===== src/rtl/testblock_arb_pkg.sv =====
// Shared types and helpers for the testblock kernel arbiter.
//   MAX_PORTS   : largest number of stream pairs an arbiter instance may have
//   PORT_W      : index width, $clog2(max(MAX_PORTS,2))
//   port_idx_t  : port index carried through the tag FIFO
//   arb_state_t : request-side FSM states
//   rr_pick     : round-robin winner search starting at a pointer, with wrap
package testblock_arb_pkg;

  localparam int MAX_PORTS = 8;
  // Sized for the largest legal port count so a single index type serves every instance.
  localparam int PORT_W = $clog2((MAX_PORTS < 2) ? 2 : MAX_PORTS);

  typedef logic [PORT_W-1:0] port_idx_t;

  typedef enum logic {
    IDLE = 1'b0,
    FWD  = 1'b1
  } arb_state_t;

  // First requesting port at or above ptr, wrapping modulo n. Returns 0 when
  // nothing requests; callers only use the result when some request is set.
  function automatic port_idx_t rr_pick(input logic [MAX_PORTS-1:0] req,
                                        input port_idx_t             ptr,
                                        input int                    n);
    port_idx_t win;
    port_idx_t cand;
    logic      found;
    win   = '0;
    found = 1'b0;
    for (int k = 0; k < MAX_PORTS; k++) begin
      cand = port_idx_t'((int'(ptr) + k) % n);
      if (k < n && !found && req[cand]) begin
        win   = cand;
        found = 1'b1;
      end
    end
    return win;
  endfunction

endpackage


===== src/rtl/testblock_tag_fifo.sv =====
// Tag FIFO recording which input port owns each packet inside the kernel.
//   ce_clk, ce_rst : clock, asynchronous active-high reset
//   push, push_tag : write a port index (ignored when full)
//   pop            : discard the head entry (ignored when empty)
//   head           : oldest stored port index
//   full, empty    : derived from the registered count
//   count          : registered number of stored entries
module testblock_tag_fifo
  import testblock_arb_pkg::*;
#(
  parameter int DEPTH = 4
) (
  input  logic                     ce_clk,
  input  logic                     ce_rst,
  input  logic                     push,
  input  port_idx_t                push_tag,
  input  logic                     pop,
  output port_idx_t                head,
  output logic                     full,
  output logic                     empty,
  output logic [$clog2(DEPTH):0]   count
);

  localparam int AW = $clog2(DEPTH);
  localparam int CW = AW + 1;

  port_idx_t     mem [DEPTH];
  logic [AW-1:0] wr_ptr;
  logic [AW-1:0] rd_ptr;
  logic          do_push;
  logic          do_pop;

  assign full    = (count == CW'(DEPTH));
  assign empty   = (count == '0);
  assign do_push = push & ~full;
  assign do_pop  = pop & ~empty;
  assign head    = mem[rd_ptr];

  // Pointers wrap naturally because DEPTH is a power of two.
  always_ff @(posedge ce_clk or posedge ce_rst) begin
    if (ce_rst) begin
      wr_ptr <= '0;
      rd_ptr <= '0;
      count  <= '0;
    end else begin
      if (do_push) wr_ptr <= wr_ptr + 1'b1;
      if (do_pop)  rd_ptr <= rd_ptr + 1'b1;
      case ({do_push, do_pop})
        2'b10:   count <= count + 1'b1;
        2'b01:   count <= count - 1'b1;
        default: count <= count;
      endcase
    end
  end

  // Storage carries no reset; validity is tracked by the pointers and count.
  always_ff @(posedge ce_clk) begin
    if (do_push) mem[wr_ptr] <= push_tag;
  end

endmodule


===== src/rtl/testblock_kernel_arb.sv =====
// Packet-level round-robin arbiter sharing one processing kernel between
// NUM_PORTS sample streams, with ordered routing of results back to the
// port that sent each packet.
//   ce_clk, ce_rst         : clock, asynchronous active-high reset
//   port_en                : per-port arbitration enable
//   s_in_*                 : NUM_PORTS input streams, port i at [ITEM_W*i +: ITEM_W]
//   m_kern_*               : granted stream towards the kernel
//   s_kern_*               : kernel results
//   m_out_*                : NUM_PORTS routed result streams
//   inflight               : packets granted but not yet fully returned
//   err_orphan             : sticky, kernel produced data with no owner recorded
module testblock_kernel_arb
  import testblock_arb_pkg::*;
#(
  parameter int NUM_PORTS = 2,
  parameter int ITEM_W    = 32,
  parameter int TAG_DEPTH = 4
) (
  input  logic                          ce_clk,
  input  logic                          ce_rst,
  input  logic [NUM_PORTS-1:0]          port_en,
  input  logic [ITEM_W*NUM_PORTS-1:0]   s_in_tdata,
  input  logic [NUM_PORTS-1:0]          s_in_tlast,
  input  logic [NUM_PORTS-1:0]          s_in_tvalid,
  output logic [NUM_PORTS-1:0]          s_in_tready,
  output logic [ITEM_W-1:0]             m_kern_tdata,
  output logic                          m_kern_tlast,
  output logic                          m_kern_tvalid,
  input  logic                          m_kern_tready,
  input  logic [ITEM_W-1:0]             s_kern_tdata,
  input  logic                          s_kern_tlast,
  input  logic                          s_kern_tvalid,
  output logic                          s_kern_tready,
  output logic [ITEM_W*NUM_PORTS-1:0]   m_out_tdata,
  output logic [NUM_PORTS-1:0]          m_out_tlast,
  output logic [NUM_PORTS-1:0]          m_out_tvalid,
  input  logic [NUM_PORTS-1:0]          m_out_tready,
  output logic [$clog2(TAG_DEPTH):0]    inflight,
  output logic                          err_orphan
);

  arb_state_t           state, state_nxt;
  port_idx_t            gnt, gnt_nxt;
  port_idx_t            rr_ptr, rr_ptr_nxt;
  logic [NUM_PORTS-1:0] req;
  logic                 push, pop, full, empty;
  port_idx_t            head;

  assign req = s_in_tvalid & port_en;

  // Request side: one arbitration cycle in IDLE, then the granted stream is
  // wired straight through to the kernel until its last beat is accepted.
  always_comb begin
    state_nxt     = state;
    gnt_nxt       = gnt;
    rr_ptr_nxt    = rr_ptr;
    push          = 1'b0;
    m_kern_tdata  = '0;
    m_kern_tlast  = 1'b0;
    m_kern_tvalid = 1'b0;
    s_in_tready   = '0;
    case (state)
      IDLE: begin
        if (|req && !full) begin
          push      = 1'b1;
          gnt_nxt   = rr_pick(MAX_PORTS'(req), rr_ptr, NUM_PORTS);
          state_nxt = FWD;
        end
      end
      FWD: begin
        for (int i = 0; i < NUM_PORTS; i++) begin
          if (gnt == port_idx_t'(i)) begin
            m_kern_tdata   = s_in_tdata[ITEM_W*i +: ITEM_W];
            m_kern_tlast   = s_in_tlast[i];
            m_kern_tvalid  = s_in_tvalid[i];
            s_in_tready[i] = m_kern_tready;
          end
        end
        if (m_kern_tvalid && m_kern_tready && m_kern_tlast) begin
          state_nxt  = IDLE;
          rr_ptr_nxt = (gnt == port_idx_t'(NUM_PORTS - 1)) ? '0 : gnt + 1'b1;
        end
      end
      default: state_nxt = IDLE;
    endcase
  end

  always_ff @(posedge ce_clk or posedge ce_rst) begin
    if (ce_rst) begin
      state      <= IDLE;
      gnt        <= '0;
      rr_ptr     <= '0;
      err_orphan <= 1'b0;
    end else begin
      state      <= state_nxt;
      gnt        <= gnt_nxt;
      rr_ptr     <= rr_ptr_nxt;
      err_orphan <= err_orphan | (empty & s_kern_tvalid);
    end
  end

  // Return side: the FIFO head names the owner of the result currently
  // leaving the kernel; everything else stays quiet so results stay ordered.
  always_comb begin
    m_out_tvalid  = '0;
    m_out_tdata   = '0;
    m_out_tlast   = '0;
    s_kern_tready = 1'b0;
    if (!empty) begin
      for (int i = 0; i < NUM_PORTS; i++) begin
        if (head == port_idx_t'(i)) begin
          m_out_tvalid[i]                = s_kern_tvalid;
          m_out_tdata[ITEM_W*i +: ITEM_W] = s_kern_tdata;
          m_out_tlast[i]                 = s_kern_tlast;
          s_kern_tready                  = m_out_tready[i];
        end
      end
    end
  end

  assign pop = s_kern_tvalid & s_kern_tready & s_kern_tlast;

  testblock_tag_fifo #(
    .DEPTH (TAG_DEPTH)
  ) u_tag_fifo (
    .ce_clk   (ce_clk),
    .ce_rst   (ce_rst),
    .push     (push),
    .push_tag (gnt_nxt),
    .pop      (pop),
    .head     (head),
    .full     (full),
    .empty    (empty),
    .count    (inflight)
  );

endmodule

===== config.mk =====
export PLATFORM = sky130hd
export DESIGN_NAME = testblock_kernel_arb
export DESIGN_NICKNAME = d
export VERILOG_FILES = /design/src/rtl/testblock_arb_pkg.sv /design/src/rtl/testblock_tag_fifo.sv /design/src/rtl/testblock_kernel_arb.sv
export SDC_FILE = /design/constraint.sdc
export NUM_CORES = 1
export LEC_CHECK = 0
export BUFFER_PORTS_ARGS = -buffer_cell sky130_fd_sc_hd__buf_4
export CORE_AREA = 2 2 97 99
export DETAILED_ROUTE_END_ITERATION = 8
export DIE_AREA = 0 0 99 101
export PLACE_DENSITY_LB_ADDON = 0.15
export SLEW_MARGIN = 20
export SYNTH_ARGS = -nofsm -noshare
export SYNTH_HDL_FRONTEND = slang
export SYNTH_SLANG_ARGS = --single-unit

===== constraint.sdc =====
create_clock -name ce_clk -period 2.3 [get_ports ce_clk]
set_input_delay 0.23 -clock ce_clk [delete_from_list [all_inputs] [get_ports ce_clk]]
set_output_delay 0.23 -clock ce_clk [all_outputs]
set_load 0.005 [all_outputs]

Yosys cells after proc, flatten, opt, wreduce, memory -nomap -nowiden:

Memory sizes are Yosys's and may differ from the RTL's.
Cells that the tools add are included.

* bits in registers: 13
* bits in writable memories: 12
* input port bits: 109
* output and inout port bits: 109
* word-level logic and storage cells: 89
* memories kept: 1

* $add $sub $neg: 6
* $lt $le $gt $ge: 2
* equality and inequality tests: 5
* muxes and demuxes: 45
* bitwise logic cells: 11
* reductions and logical operators: 12

Memories
* u_tag_fifo.mem: words 4, bits a word 3, read ports 1, clocked after memory_dff 0, wr ports 1, RTL line testblock_tag_fifo.sv:27 `port_idx_t mem [DEPTH];`

Operators with widths (count)
* $mux 32: 5
* $mux 64: 1
* $mux 1: 30
* $logic_not 3->1: 3
* $mux 3: 3
* $eq 3x1->1 const B: 2
* $mux 2: 3
* $pmux 3 s2: 1
* $and 1x1->1: 5
* $add 2x1->2 const B: 2
* $logic_and 1x1->1: 4
* $lt 1x4->1 const B: 1
* $lt 3x4->1 const B: 1
* $add 3x1->3 const B: 1
* $eq 3x3->1 const B: 1
* $not 1->1: 3
* $sub 3x1->3 const B: 1
* $add 1x1->1 const B: 2
* $and 2x2->2: 1
* $bmux 1 s2: 1
* $eq 2x1->1 const B: 1
* $eq 2x2->1 const B: 1
* $logic_not 1->1: 2
* $pmux 1 s2: 1
* other kinds (5): 5

Logic depth before layout (Yosys ltp):

* depth in word-level cells: 11
* gate-level depth with buffers: 10
* gate-level depth less buffers: 10

Modules after synthesis:

Synthesis repeated with hierarchy kept, for this count alone.

* cell total of the unflattened synthesis: 277
* area total of the unflattened synthesis: 2280.9 um^2

Modules (own cells, without submodules)
* testblock_kernel_arb: instances 1, cells an instance 223, area an instance 1402.6 um^2
* testblock_tag_fifo: instances 1, cells an instance 54, area an instance 878.3 um^2

Worst setup path after synthesis:

No wires, ideal clock.

* path type: flip-flop to flip-flop
* start: register u_tag_fifo.rd_ptr[0]
* end: register u_tag_fifo.count[2]
* setup time: 0.079 ns
* arrival: 2.382 ns
* required time: 2.221 ns
* setup slack: -0.161 ns
* stages on the path, launching flop included: 10
* clock period less this slack: 2.461 ns
* cell sequence: dfrtp_1 -> mux4_2 -> mux2i_2 -> nor3b_2 -> ha_1 -> inv_1 -> fa_1 -> xor2_1 -> nor2_1 -> xor2_1

* cells in the longest elaborated chain, start to end: 10
* elaborated cells between the ends (all ways): 13

Ends and longest elaborated chain
* start, declared: RTL line testblock_tag_fifo.sv:29 `logic [AW-1:0] rd_ptr;`
* start signal, assigned: RTL line testblock_tag_fifo.sv:47 `if (do_pop) rd_ptr <= rd_ptr + 1'b1;`
* $mem_v2 4x3 *
* $logic_not 3->1: RTL line testblock_kernel_arb.sv:111 `if (head == port_idx_t'(i)) begin`
* $mux 1: RTL line testblock_kernel_arb.sv:111
* $mux 1 *: RTL line testblock_kernel_arb.sv:111
* $mux 1 *: RTL line testblock_kernel_arb.sv:109 `if (!empty) begin`
* $and 1x1->1 * (2 in series): RTL line testblock_kernel_arb.sv:121 `assign pop = s_kern_tvalid & s_kern_tready & s_kern_tlast;`
* $and 1x1->1 *: RTL line testblock_tag_fifo.sv:36 `assign do_pop = pop & ~empty;`
* named net u_tag_fifo.do_pop: RTL line testblock_tag_fifo.sv:31 `logic do_pop;`
* $eq 2x1->1 or $eq 2x2->1 (tied branches): RTL line testblock_tag_fifo.sv:48 `case ({do_push, do_pop})`
* $pmux 3 s2 or $reduce_bool 2->1 (tied branches)
* end signal, assigned: RTL line testblock_tag_fifo.sv:49 `2'b10: count <= count + 1'b1;`
* end signal, assigned: RTL line testblock_tag_fifo.sv:50 `2'b01: count <= count - 1'b1;`
* end signal, assigned: RTL line testblock_tag_fifo.sv:51 `default: count <= count;`
* end, declared: RTL line testblock_tag_fifo.sv:21 `output logic [$clog2(DEPTH):0] count`

The timed path passes the listed nets; every way through them passes the cells marked *.
A chain may end at the register's enable or synchronous reset.

Worst setup path after layout:

Ends and elaborated chain as after synthesis.

==> impl_metrics.env <==
export IMPL_grt_overflow=0
export IMPL_portBuffers=217
export IMPL_hold_ws_ns=-0.00582
export IMPL_synth_ff_type="dfrtp_1"
export IMPL_swShare_pct=39.8
export IMPL_netlist_instances=248
export IMPL_worst_slew_pin_slew_ns=0.550
export IMPL_drtAntennaViolNets=0
export IMPL_wl_per_cell_um=15.2
export IMPL_switchingPower_mw=1.76
export IMPL_pwr_share_comb_pct=78.1
export IMPL_avgSynthCellArea_um2=8.89
export IMPL_rows=35
export IMPL_cp_arrival_ns=2.57
export IMPL_setup_viol=18
export IMPL_core_mm2=0.00898
export IMPL_h_tree_depth=1
export IMPL_clk_path_buf_depth=2
export IMPL_first_pass_iters=4
export IMPL_io_pins=218
export IMPL_setup_ws_ns=-0.0764
export IMPL_p_int_mw=2.66
export IMPL_status="finished with violations"
export IMPL_cpMostUsedCell="xor2_1"
export IMPL_die_area_mm2=0.0100
export IMPL_yosysSeqAreaShare_pct=31.1
export IMPL_antenna_found_initial=0
export IMPL_track_usage_pct=15.5
export IMPL_clock_power_share_pct=6.3
export IMPL_violations="negative hold slack, negative setup slack"
export IMPL_gp_congestion=0.832
export IMPL_path_cells="mux4_2 > mux2i_2 > nor3b_2 > ha_2 > inv_2 > fa_2 > xor2_1 > nor2_1 > xor2_1"
export IMPL_ir_worst_vdd_v=0.000416
export IMPL_clockRootBuffer="clkbuf_8"
export IMPL_area_growth_pct=87.9
export IMPL_slowest_delay_ns=0.54
export IMPL_synth_warnings=0
export IMPL_drv_slew=0
export IMPL_grt_pass1_wl_mm=12.8
export IMPL_cp_top_family="multiplexers"
export IMPL_cts_buffers=3
export IMPL_start_kind="register"
export IMPL_max_clock_freq_mhz=421
export IMPL_drv_cap=0
export IMPL_clkLatencyLatePin_ns=0.27
export IMPL_clock_skew_ns=0.00872
export IMPL_start_util_pct=24.6
export IMPL_cts_tree="done"
export IMPL_worstPathRequired_ns=2.50
export IMPL_die_h_um=101
export IMPL_reg2reg_slack_ns=-0.08
export IMPL_finalPower_mw=4.43
export IMPL_ys_types=36
export IMPL_crit_slowest_cell="mux4_2"
export IMPL_viasPerCell=4.67
export IMPL_syn_num_nets=363
export IMPL_critical_path_max_fanout=2
export IMPL_grt_pass1_vias=2492
export IMPL_clock_sinks=25
export IMPL_setup_worst_path_start="u_tag_fifo.rd_ptr[0]"
export IMPL_rsz0062_at_grt="yes"
export IMPL_leakage_nw=2.28
export IMPL_synthArstFlopShare_pct=52.0
export IMPL_min_path_type="input port to asynchronous set/reset pin"
export IMPL_antenna_cells=0
export IMPL_drc=0
export IMPL_p_seq_share_pct=15.6
export IMPL_placed_area_mm2=0.00400
export IMPL_via_count=2683
export IMPL_relSlewSlack_pct=63.3
export IMPL_ctsHoldBuffers=0
export IMPL_dp_hpwl_mm=6.47
export IMPL_min_period_over_period_pct=103
export IMPL_path_buf_inv=1
export IMPL_final_nets=580
export IMPL_dr_first_iter_drc_count=60
export IMPL_drive_gt1_share_pct=60.6
export IMPL_hold_viol_final=6
export IMPL_min_period_ns=2.38
export IMPL_powerDensity_mw_per_mm2=1070
export IMPL_worstSetupPathType="register to register"
export IMPL_synth_edff_count=12
export IMPL_ys_seq_elements=25
export IMPL_die_w_um=99
export IMPL_wl_mm=8.75
export IMPL_end_kind="register"
export IMPL_syn_cell_area_mm2=0.00221
export IMPL_grt_max_degree=71
export IMPL_fin_area_mm2=0.00415
export IMPL_clk_pin_slew_ns=0.10
export IMPL_pre_cts_slack_ns=-0.0839
export IMPL_crit_reg2reg_launch="u_tag_fifo.rd_ptr[0]"
## metal layers
| metal | up-vias | share of wire, % | global-route usage (%) |
|---|---|---|---|
| met5 | - | 0 | 0 |
| met4 | 0 | 1.1 | 3.16 |
| met3 | 8 | 7.6 | 2.98 |
| met2 | 140 | 52 | 29.0 |
| met1 | 1196 | 39 | 18.6 |
| li1 | 1339 | - | - |
## flip-flops by register name (all words and copies together) (netlist names)
| register | flops |
|---|---|
| err_orphan | 1 |
| rr_ptr | 1 |
| gnt | 3 |
| state | 1 |
| u_tag_fifo.wr_ptr | 2 |
| u_tag_fifo.mem | 12 |
| u_tag_fifo.rd_ptr | 2 |
| u_tag_fifo.count | 3 |
## layout make-up
class                   instances  area (um^2)
repair buffers                233         1800
flip-flops and latches         25          686
fillers                       881         4830
clock buffers                   3         41.3
well taps                     111          139
clock inverters                 1         8.76
inverters                       8         30.0
multi-input cells             194         1440
## cells in the mapped netlist (2+ instances only)
library cell	count	area, um^2
nand2_1	4	15.0
nor3b_2	2	25.0
a22oi_1	34	255
and2_1	5	31.3
a31oi_1	3	18.8
xnor2_1	2	17.5
inv_1	8	30.0
ha_1	5	62.6
dfrtp_1	13	325
xor2_1	4	35.0
nor2_1	6	22.5
clkbuf_1	24	90.1
and3_1	42	263
nor2b_1	36	225
and3_2	28	210
edfxtp_1	12	360
## cells by family (layout without fill, tap and decap cells)
logic type	Yosys count	after routing	synth area share, %
DFF	25	25	31.1
buffers and inverters	32	245	5.45
adders and majority gates	6	6	3.74
and+or+nand+nor	130	133	38.7
AOI/OAI and AO/OA	44	44	14.8
muxes	5	5	3.80
xor gates and xnor gates	6	6	2.38
## cells in the final DEF, fill, tap and decap left out, types with 2 or more instances in the layout
cell,synthesis,layout
ha_1,5,4
nor2_1,6,6
xnor2_1,2,2
dfrtp_1,13,13
and3_1,42,42
xor2_1,4,4
nand2_1,4,4
clkbuf_16,0,2
buf_4,0,229
and2_4,1,4
nor2b_1,36,36
a22oi_1,34,34
and3_2,28,28
a31oi_1,3,3
mux4_2,1,2
clkbuf_8,0,3
edfxtp_1,12,12
and2_1,5,5
inv_1,8,7
## path summary, 6_finish.rpt
| kind | cells after the start | end |
|---|---|---|
| min in group ce_clk | 3 | err_orphan |
| worst max register to register | 9 | u_tag_fifo.count[2] |
| max in group asynchronous | 2 | u_tag_fifo.count[2] |
| worst min register to register | 1 | err_orphan |
| worst max-delay path | 9 | u_tag_fifo.count[2] |
| worst min-delay path | 2 | state |
## power groups by stage
stage	combinational, mW	sequential [mW]	clock (mW)
5_1_grt	3.78	0.710	0.303
4_1_cts	3.29	0.694	0.288
3_3_place_gp	3.23	0.698	0
3_5_place_dp	3.24	0.702	0
2_1_floorplan	1.60	0.682	0
6_report	3.46	0.691	0.277
## stage by stage
stage                     hold slack (ns)  std cells  setup TNS [ns]  utilization (%)
after floorplan                     0.107        248          -0.128                -
after global placement              0.314        564         -0.0251             44.6
after detailed placement            0.326        564         -0.0839             44.6
after CTS                          0.0216        569          -0.208             45.2
after global routing               0.0398        575           -3.67             46.2
final                            -0.00582        575          -0.256             46.2
## timing repair
| action | in CTS | in global routing |
|---|---|---|
| setup endpoints to repair | 69 | 67 |
| resized for setup | 3 | 3 |
| setup buffers | 0 | 3 |
| pin swaps | 1 | 3 |
| gates cloned | 1 | 4 |
Note: power is estimated with default switching activity, not from simulation.
